==> src/rtl/alu_op_sequencer.sv <==
// Hardwired fetch/decode/execute control sequencer for the 32-bit bus datapath.
// Runs one register-register ALU, multiply or divide instruction per accepted start.
module alu_op_sequencer #(
    parameter bit PC_INC_EN = 1'b1
) (
    input  logic        clk,
    input  logic        clr,
    input  logic        start,
    input  logic        mem_ready,
    input  logic [31:0] ir,
    output logic [15:0] Rout,
    output logic [15:0] Rin,
    output logic        PCout,
    output logic        MDRout,
    output logic        Zlowout,
    output logic        Zhighout,
    output logic        PCin,
    output logic        MARin,
    output logic        IRin,
    output logic        MDRin,
    output logic        Yin,
    output logic        Zin,
    output logic        LOin,
    output logic        HIin,
    output logic        MDRRead,
    output logic        mem_read,
    output logic        IncPC,
    output logic [11:0] ALUControl,
    output logic        busy,
    output logic        done,
    output logic        illegal
);

    localparam logic [4:0] OP_ADD  = 5'b00011;
    localparam logic [4:0] OP_SUB  = 5'b00100;
    localparam logic [4:0] OP_AND  = 5'b00101;
    localparam logic [4:0] OP_OR   = 5'b00110;
    localparam logic [4:0] OP_SHR  = 5'b00111;
    localparam logic [4:0] OP_SHRA = 5'b01000;
    localparam logic [4:0] OP_SHL  = 5'b01001;
    localparam logic [4:0] OP_ROR  = 5'b01010;
    localparam logic [4:0] OP_ROL  = 5'b01011;
    localparam logic [4:0] OP_MUL  = 5'b01111;
    localparam logic [4:0] OP_DIV  = 5'b10000;

    typedef enum logic [3:0] {
        IDLE = 4'd0,
        T0   = 4'd1,
        T1   = 4'd2,
        T2   = 4'd3,
        T3   = 4'd4,
        T4   = 4'd5,
        T5   = 4'd6,
        T6   = 4'd7,
        ILL  = 4'd8
    } state_t;

    state_t      state;
    state_t      state_next;

    logic [4:0]  opcode;
    logic [15:0] ra_sel;
    logic [15:0] rb_sel;
    logic [15:0] rc_sel;
    logic [11:0] alu_sel;
    logic        op_legal;
    logic        op_muldiv;

    // ir[14:0] carries no information for register-register instructions
    logic        unused_ir_low;
    assign unused_ir_low = ^ir[14:0];

    assign opcode = ir[31:27];
    assign ra_sel = 16'd1 << ir[26:23];
    assign rb_sel = 16'd1 << ir[22:19];
    assign rc_sel = 16'd1 << ir[18:15];

    // Opcode to one-hot ALU operation; an all-zero result marks an undefined opcode
    always_comb begin
        alu_sel = '0;
        case (opcode)
            OP_ADD:  alu_sel[0]  = 1'b1;
            OP_SUB:  alu_sel[1]  = 1'b1;
            OP_AND:  alu_sel[2]  = 1'b1;
            OP_OR:   alu_sel[3]  = 1'b1;
            OP_SHR:  alu_sel[4]  = 1'b1;
            OP_SHRA: alu_sel[5]  = 1'b1;
            OP_SHL:  alu_sel[6]  = 1'b1;
            OP_ROR:  alu_sel[7]  = 1'b1;
            OP_ROL:  alu_sel[8]  = 1'b1;
            OP_MUL:  alu_sel[9]  = 1'b1;
            OP_DIV:  alu_sel[10] = 1'b1;
            default: alu_sel     = '0;
        endcase
    end

    assign op_legal  = |alu_sel;
    assign op_muldiv = alu_sel[9] | alu_sel[10];

    always_ff @(posedge clk) begin
        if (clr) begin
            state <= IDLE;
        end else begin
            state <= state_next;
        end
    end

    always_comb begin
        state_next = state;
        Rout       = '0;
        Rin        = '0;
        PCout      = 1'b0;
        MDRout     = 1'b0;
        Zlowout    = 1'b0;
        Zhighout   = 1'b0;
        PCin       = 1'b0;
        MARin      = 1'b0;
        IRin       = 1'b0;
        MDRin      = 1'b0;
        Yin        = 1'b0;
        Zin        = 1'b0;
        LOin       = 1'b0;
        HIin       = 1'b0;
        MDRRead    = 1'b0;
        mem_read   = 1'b0;
        IncPC      = 1'b0;
        ALUControl = '0;
        busy       = (state != IDLE);
        done       = 1'b0;
        illegal    = 1'b0;

        case (state)
            IDLE: begin
                if (start) begin
                    state_next = T0;
                end
            end
            T0: begin
                PCout      = 1'b1;
                MARin      = 1'b1;
                IncPC      = PC_INC_EN;
                Zin        = 1'b1;
                state_next = T1;
            end
            // Reloading PC while waiting is harmless: Zlow still holds PC+1
            T1: begin
                Zlowout  = 1'b1;
                PCin     = 1'b1;
                mem_read = 1'b1;
                MDRRead  = 1'b1;
                MDRin    = mem_ready;
                if (mem_ready) begin
                    state_next = T2;
                end
            end
            T2: begin
                MDRout     = 1'b1;
                IRin       = 1'b1;
                state_next = T3;
            end
            T3: begin
                if (op_legal) begin
                    Rout       = rb_sel;
                    Yin        = 1'b1;
                    state_next = T4;
                end else begin
                    state_next = ILL;
                end
            end
            T4: begin
                Rout       = rc_sel;
                ALUControl = alu_sel;
                Zin        = 1'b1;
                state_next = T5;
            end
            T5: begin
                Zlowout = 1'b1;
                if (op_muldiv) begin
                    LOin       = 1'b1;
                    state_next = T6;
                end else begin
                    Rin        = ra_sel;
                    done       = 1'b1;
                    state_next = IDLE;
                end
            end
            T6: begin
                Zhighout   = 1'b1;
                HIin       = 1'b1;
                done       = 1'b1;
                state_next = IDLE;
            end
            ILL: begin
                illegal    = 1'b1;
                state_next = IDLE;
            end
            default: begin
                state_next = IDLE;
            end
        endcase
    end

    // The bus encoder tolerates only a single driver per cycle
    out_select_onehot: assert property (@(posedge clk)
        $onehot0({Rout, PCout, MDRout, Zlowout, Zhighout}));

    done_illegal_exclusive: assert property (@(posedge clk) !(done && illegal));

endmodule

==> config.mk <==
export PLATFORM = sky130hd
export DESIGN_NAME = alu_op_sequencer
export DESIGN_NICKNAME = d
export VERILOG_FILES = /design/src/rtl/alu_op_sequencer.sv
export SDC_FILE = /design/constraint.sdc
export NUM_CORES = 1
export LEC_CHECK = 0
export BUFFER_PORTS_ARGS = -buffer_cell sky130_fd_sc_hd__buf_2
export CORE_MARGIN = 2
export CORE_UTILIZATION = 40
export DETAILED_ROUTE_END_ITERATION = 8
export HOLD_SLACK_MARGIN = 0.1
export PLACE_DENSITY = 0.87
export SLEW_MARGIN = 20
export SYNTH_ARGS = -nofsm -noshare
export SYNTH_HDL_FRONTEND = slang
export SYNTH_SLANG_ARGS = --single-unit
==> constraint.sdc <==
create_clock -name clk -period 2.6 [get_ports clk]
set_input_delay 0.52 -clock clk [delete_from_list [all_inputs] [get_ports clk]]
set_output_delay 0.52 -clock clk [all_outputs]
set_load 0.1 [all_outputs]
==> impl_metrics.tcl, run 1 <==
set metrics [dict create \
    synthesis.nets 200 \
    die_height_um 54.8 \
    port_buffers 81 \
    error "[ERROR DPL-0038] Utilization greater than 100%, impossible to legalize" \
    seq_area_frac_synth_pct 7.75 \
    yosysTopAreaCell "nor2_1" \
    post_synth_inst_count 164 \
    synth_flop_cell "dfxtp_1" \
    num_rows 18 \
    ys_seq_elements 4 \
    yosysWarnings 0 \
    synth.avg_cell_area_um2 6.30 \
    async_flop_share_pct 0 \
    pin_count 98 \
    ys_types 45 \
    synth.top_cell.area_share_pct 9.81 \
    place_congestion 0.818 \
    dieWidth_um 54.8 \
    netlist_area_mm2 0.00103 \
    initial_utilization_pct 42.1 \
    lastStage "detailed placement (3_5_place_dp)" \
    synthTopCellsByArea "nor2_1 (9.8%), nand2b_1 (8.5%), dfxtp_1 (7.7%)" \
    synth-edff-count 0 \
    status "stopped before the end" \
]
## synth_stat cells (2+ instances only)
cell       number
a21oi_1         2
nand2b_1       14
inv_1           2
buf_4           7
nor3b_1         2
o31ai_1         6
dfxtp_1         4
nand3b_1        4
nor2_1         27
and3_1          2
o21ai_1         7
nor3_1         10
nand4bb_1       2
nor4b_1         2
clkbuf_1        5
and2_1          2
nor4_1          2
nand3_1         9
nand2_1        15
nor2b_1         4
or3_1           5
inv_2           2
nand4b_1        2
o22ai_1         6
## kinds of logic after synthesis
group	share of synthesized area (%)
compound gates	21.2
buf+inv	9.81
flops	7.75
mux	0.969
other cells	0.363
simple gates	59.9
## through the flow
stage	setup WS, ps	area (um^2)
after global placement	41.0	2630
after floorplan	-519	1460
==> inputs of run 2 (changes only) <==
Settings changed: CORE_AREA set to 2 2 63 65, CORE_MARGIN 2 to not set, CORE_UTILIZATION 40 to not set, DIE_AREA set to 0 0 65 67, HOLD_SLACK_MARGIN 0.1 to not set, PLACE_DENSITY 0.87 to not set, PLACE_DENSITY_LB_ADDON set to 0.15.
==> run 2 against run 1 <==
Compared with the run above: the flow now finishes without violations; synthesized area stayed put; synthesized cell count stayed put.
==> impl_metrics.tcl, run 2 <==
set metrics [dict create \
    async_flop_share_pct 0 \
    numCtsBuffers 3 \
    ys_types 45 \
    finClkSkew_ps 1.88 \
    grt_use_total_pct 22.0 \
    cp-startpoint "ir[27]" \
    fin_crit_sh_pct 99.8 \
    wl_um 4430 \
    synthesis.nets 200 \
    wl_per_cell_um 14.6 \
    layout.cells.non_filler 304 \
    r2r_start "state[2]" \
    yosysWarnings 0 \
    dp_hpwl_um 3650 \
    finalPower_uw 627 \
    setup-tns-final_ps 0 \
    layout_common_cells "buf_12 (47), buf_2 (32), buf_4 (20)" \
    post_synth_inst_count 164 \
    cp.arrival_ps 2070 \
    cts_tree "yes" \
    synth_compound_area_share_pct 21.2 \
    yosysTopAreaCell "nor2_1" \
    antenna_left 0 \
    switchingPower_uw 366 \
    internal_power_uw 261 \
    drtIter0Drc 40 \
    dp_cells 296 \
    drive_above_1_share_pct 65.2 \
    drv_slew 0 \
    fillers 225 \
    largest_reg_flops 4 \
    initial_utilization_pct 28.7 \
    synth_flop_cell "dfxtp_1" \
    synthTopCellsByArea "nor2_1 (9.8%), nand2b_1 (8.5%), dfxtp_1 (7.7%)" \
    synth_fa_ha_area_share_pct 0 \
    die_area_mm2 0.00436 \
    synth_top_family_by_area "simple AND/OR/NAND/NOR gates" \
    wl_met2_um 2390 \
    synth.top_cell.area_share_pct 9.81 \
    p_comb_share_pct 65.6 \
    layout_commonest_cell "buf_12" \
    synthMuxAreaShare_pct 0.969 \
    p_seq_share_pct 12.7 \
    cts_root_buffer "clkbuf_8" \
    hold_violations 0 \
    num_vias 1566 \
    top_register "state" \
    place_congestion 0.831 \
    rsz0062_at_grt "yes" \
    crit_path_start_kind "primary input" \
    port_buffers 81 \
    synthXorXnorAreaFrac_pct 0 \
    max_freq_mhz 385 \
    ctsHoldBuffers 0 \
    hold_depth 2 \
    clock_path_buffers 2 \
    setup_violations 0 \
    ir_drop_v 0.000407 \
    die_height_um 67 \
    netlist_top_cells_count "nor2_1 (27), nand2_1 (15), nand2b_1 (14)" \
    yosysMostFrequentCell "nor2_1" \
    seq_area_frac_synth_pct 7.75 \
    p_clk_share_pct 21.7 \
    max_cap_viol_count 0 \
    status "complete, no violations" \
    reg2reg_depth 5 \
    path_max_fanout 7 \
    p_per_area_mw_per_mm2 225 \
    dr.max_layer_used "met4" \
    area_delta_synth_final_pct 170 \
    reg2reg_to "state[0]" \
    via_per_inst 5.15 \
    sw_frac_of_total_pct 58.4 \
    critPathRequiredTime_ps 2080 \
    min_from "clr" \
    top_regs "state: 4 flops" \
    path_clk_slew_ps 30 \
    worstHoldPathType "primary input to register" \
    hold_end "state[0]" \
    grt_max_degree 14 \
    synth-simple-area-share_pct 59.9 \
    ys_seq_elements 4 \
    crit_path_end_kind "output pin" \
    clkLatencyLatePin_ps 220 \
    cts.sinks 4 \
    antenna_found_initial 0 \
    first_pass_iters 4 \
    wl_met3_um 216 \
    n_antenna_cell 0 \
    coreArea_mm2 0.00361 \
    netlist_area_mm2 0.00103 \
    pin_count 98 \
    grt_pass1_wl_um 7490 \
    dieWidth_um 65 \
    min_period_ps 2590 \
    power_leakage_nw 1.02 \
    wl_met1_um 1760 \
    synth.avg_cell_area_um2 6.30 \
    num_rows 22 \
    criticalPathCategory "primary input to output pin" \
    gr-total-overflow 0 \
    htreeDepth 1 \
    final_nets 294 \
    synth-edff-count 0 \
    ff2ff_setup_slack_ps 950 \
    grt_pass1_vias 1603 \
    route.detailed.drc 0 \
]
[run 2: area by class of cell]
class                   instances  area [um^2]  share of cell area, %
clock buffers                   3         41.3                   1.48
inverters                       4         15.0                  0.538
multi-input cells             142         1290                   46.2
flip-flops and latches          4         81.3                   2.92
well taps                      48         60.1                   2.15
repair buffers                103         1300                   46.7
[run 2: metal layers]
| layer | vias up | track usage (%) |
|---|---|---|
| met5 | - | 0 |
| met1 | 728 | 26.0 |
| met3 | 7 | 2.20 |
| met4 | 0 | 7.98 |
| met2 | 54 | 41.0 |
| li1 | 777 | - |
[run 2: how the worst max path moves through the flow]
stage	end	slack, ps	cells after the start
6_report	Rout[1]	5	8
3_5_place_dp	Rout[5]	-10	7
4_1_cts	Rout[5]	-20	7
3_3_place_gp	Rout[3]	2	7
2_1_floorplan	ALUControl[9]	-520	3
5_1_grt	Rout[1]	-20	8
[run 2: cells by family (layout without fill, tap and decap cells)]
logic type / count (synthesis) / count (layout)
AND/OR/NAND/NOR: 111 / 111
flip-flops: 4 / 4
other: 1 / 1
buffers and inverters: 18 / 110
AO/OA/AOI/OAI: 29 / 29
multiplexers: 1 / 1
[run 2: what timing repair did]
action | in CTS | in global routing
gates resized for setup | 9 | 5
setup buffers | 4 | 1
pin swaps | 1 | 2
endpoints found under the setup margin | 14 | 12
[run 2: power by group through the flow]
stage	sequential (mW)	clock (mW)	combinational, mW
detailed placement	0.0788	0	0.402
floorplan	0.0716	0	0.334
CTS	0.0788	0.136	0.410
global route	0.0821	0.140	0.431
global placement	0.0783	0	0.396
finish	0.0799	0.136	0.411
[run 2: stage by stage]
stage / hold WS [ps] / setup WS (ps) / instance area, um^2 / utilization (%)
floorplan: 534 / -519 / 1460 / -
global placement: 600 / 1.79 / 2660 / 73.7
detailed placement: 612 / -11.2 / 2660 / 73.7
CTS: 533 / -18.4 / 2760 / 76.5
global route: 538 / -20.6 / 2790 / 77.3
finish: 524 / 5.30 / 2790 / 77.3
[run 2: critical path, stage by stage]
cell and delay, ps:
buf_8 100, or4b_4 540, a21oi_4 170, o21bai_4 100, buf_12 170, buf_8 120, o21ai_4 150, buf_12 190
(Power assumes the default switching activity.)
==> inputs of run 3 (changes only) <==
--- a/config.mk
+++ b/config.mk
@@ -8,6 +8,6 @@
 export BUFFER_PORTS_ARGS = -buffer_cell sky130_fd_sc_hd__buf_2
-export CORE_AREA = 2 2 63 65
+export CORE_AREA = 3 3 64 66
 export DETAILED_ROUTE_END_ITERATION = 8
-export DIE_AREA = 0 0 65 67
-export PLACE_DENSITY_LB_ADDON = 0.15
+export DIE_AREA = 0 0 67 69
+export PLACE_DENSITY_LB_ADDON = 0.2
 export SLEW_MARGIN = 20
--- a/constraint.sdc
+++ b/constraint.sdc
@@ -3,2 +3,2 @@
 set_output_delay 0.52 -clock clk [all_outputs]
-set_load 0.1 [all_outputs]
+set_load 0.005 [all_outputs]
==> run 3 against run 2 <==
Compared with the run above: sequential cell count did not move; critical path depth fell by 2; total power fell by 42%; sequential share of layout area rose by 2.3 points; global-route usage fell by 7.6 points; clock power fell by 4%; highest routed layer unchanged; cell count fell by 4.6%; sequential power fell by 2.8%; combinational power fell by 62%; hold slack improved by 7.4 ps; cell area fell by 45%.
==> impl_metrics.tcl, run 3 (synthesis gave the netlist of run 2 again) <==
set metrics [dict create \
    place_congestion 0.819 \
    antenna_found_initial 0 \
    ir_drop_v 0.000402 \
    dp_cells 287 \
    n_antenna_cell 0 \
    dpl_cell_area_mm2 0.00149 \
    hold_violations 0 \
    gr-total-overflow 0 \
    min_period_ps 2480 \
    grt_max_degree 14 \
    path_max_fanout 9 \
    via_per_inst 5.00 \
    drtIter0Drc 97 \
    fillers 408 \
    largest_reg_flops 4 \
    final.setup.worst_slack_ps 115 \
    fin_crit_sh_pct 95.6 \
    die_area_mm2 0.00462 \
    grt_pass1_wl_um 5550 \
    route.detailed.drc 0 \
    top_register "state" \
    setup-tns-final_ps 0 \
    p_per_area_mw_per_mm2 239 \
    criticalPathCategory "primary input to output pin" \
    dieWidth_um 67 \
    htreeDepth 1 \
    num_vias 1451 \
    final_nets 280 \
    pin_count 98 \
    place_ws_ps 122 \
    critPathRequiredTime_ps 2080 \
    hold_depth 2 \
    cts.sinks 4 \
    hold_end "state[0]" \
    crit_path_start_kind "primary input" \
    path_clk_slew_ps 30 \
    worstHoldPathType "primary input to register" \
    ctsHoldBuffers 0 \
    design_area_mm2 0.00153 \
    min_from "clr" \
    initial_utilization_pct 28.4 \
    cts_tree "yes" \
    finClkSkew_ps 3.38 \
    area_delta_synth_final_pct 48.2 \
    dp_hpwl_um 2770 \
    setup_violations 0 \
    antenna_left 0 \
    first_pass_iters 7 \
    numCtsBuffers 3 \
    layout_common_cells "buf_2 (81), nor2_1 (27), nand2_1 (15)" \
    power_leakage_nw 0.758 \
    reg2reg_depth 4 \
    clkLatencyLatePin_ps 220 \
    cp.arrival_ps 1960 \
    cts_root_buffer "clkbuf_8" \
    grt_use_total_pct 14.4 \
    wl_um 3400 \
    status "complete, no violations" \
    drv_slew 0 \
    ff2ff_setup_slack_ps 1120 \
    grt_pass1_vias 1248 \
    seq_area_um2 80.1 \
    reg2reg_to "state[0]" \
    coreArea_mm2 0.00363 \
    top_regs "state: 4 flops" \
    post_cts_buffers 0 \
    crit_path_end_kind "output pin" \
    max_cap_viol_count 0 \
    die_height_um 69 \
    port_buffers 81 \
    wl_per_cell_um 11.7 \
    clock_path_buffers 2 \
    num_rows 22 \
    max_freq_mhz 402 \
    layout_commonest_cell "buf_2" \
    layout.cells.non_filler 290 \
    drive_above_1_share_pct 42.1 \
    rsz0062_at_grt "no" \
    multi_input_area_um2 857 \
    r2r_start "state[3]" \
]
-- run 3: cell count changes in the layout (fill, tap and decap cells not counted), moves of 5 or more --
cell,previous run,this run
nor3_1,1,10
nor2_2,9,0
o22ai_1,1,6
buf_2,32,81
nor3_4,9,0
o21ai_1,2,7
o21ai_4,5,0
o31ai_4,6,0
buf_12,47,1
buf_4,20,7
nor2_4,8,0
nor2_1,10,27
o31ai_1,0,6
o22ai_4,5,0
-- run 3: timing repair --
action / 4_1_cts / 5_1_grt
setup endpoints to repair: 0 / 3
resized for setup: 0 / 1
hold endpoints to repair: 0 / 0
-- run 3: power by group --
group	switching (mW)	total, mW	internal [mW]	leakage (nW)
logic	0.0852	0.158	0.0729	0.703
clock network	0.0319	0.131	0.0986	0.0216
registers	0.0102	0.0777	0.0674	0.0327
-- run 3: how the worst max path moves through the flow --
stage | cells past startpoint | start | slack [ps] | end
2_1_floorplan | 5 | ir[27] | 440 | Rout[1]
3_3_place_gp | 7 | ir[27] | 120 | Rin[0]
3_5_place_dp | 7 | ir[27] | 120 | Rin[0]
4_1_cts | 7 | ir[27] | 120 | Rin[0]
5_1_grt | 5 | state[0] | 20 | Rout[3]
6_report | 6 | ir[28] | 120 | Rout[15]
-- run 3: cell type report --
cell class / instances / share of cell area (%)
inverters: 4 / 0.980
repair buffers: 89 / 31.2
clock buffers: 3 / 2.70
flip-flops and latches: 4 / 5.23
multi-input cells: 142 / 56.0
well taps: 48 / 3.92
-- run 3: layer usage --
metal / track usage (%) / vias to the layer above / share of wire [%]
met5: 0 / - / 0
met4: 1.58 / 0 / 0.50
met3: 3.42 / 2 / 6.4
met2: 23.4 / 41 / 48
met1: 19.6 / 656 / 45
li1: - / 752 / -
-- run 3: stage by stage --
stage,utilization (%),hold WS [ps],total power [mW]
after global placement,40.9,630,0.236
after CTS,42.0,519,0.372
final,42.1,532,0.366
after detailed placement,40.9,619,0.236
after floorplan,-,533,0.175
after global routing,42.1,535,0.396
-- run 3: worst max-delay path, cell delays in order --
cell,delay [ps]
buf_2,120
or4b_4,520
a21oi_4,190
o21bai_4,130
o31ai_1,310
buf_2,170
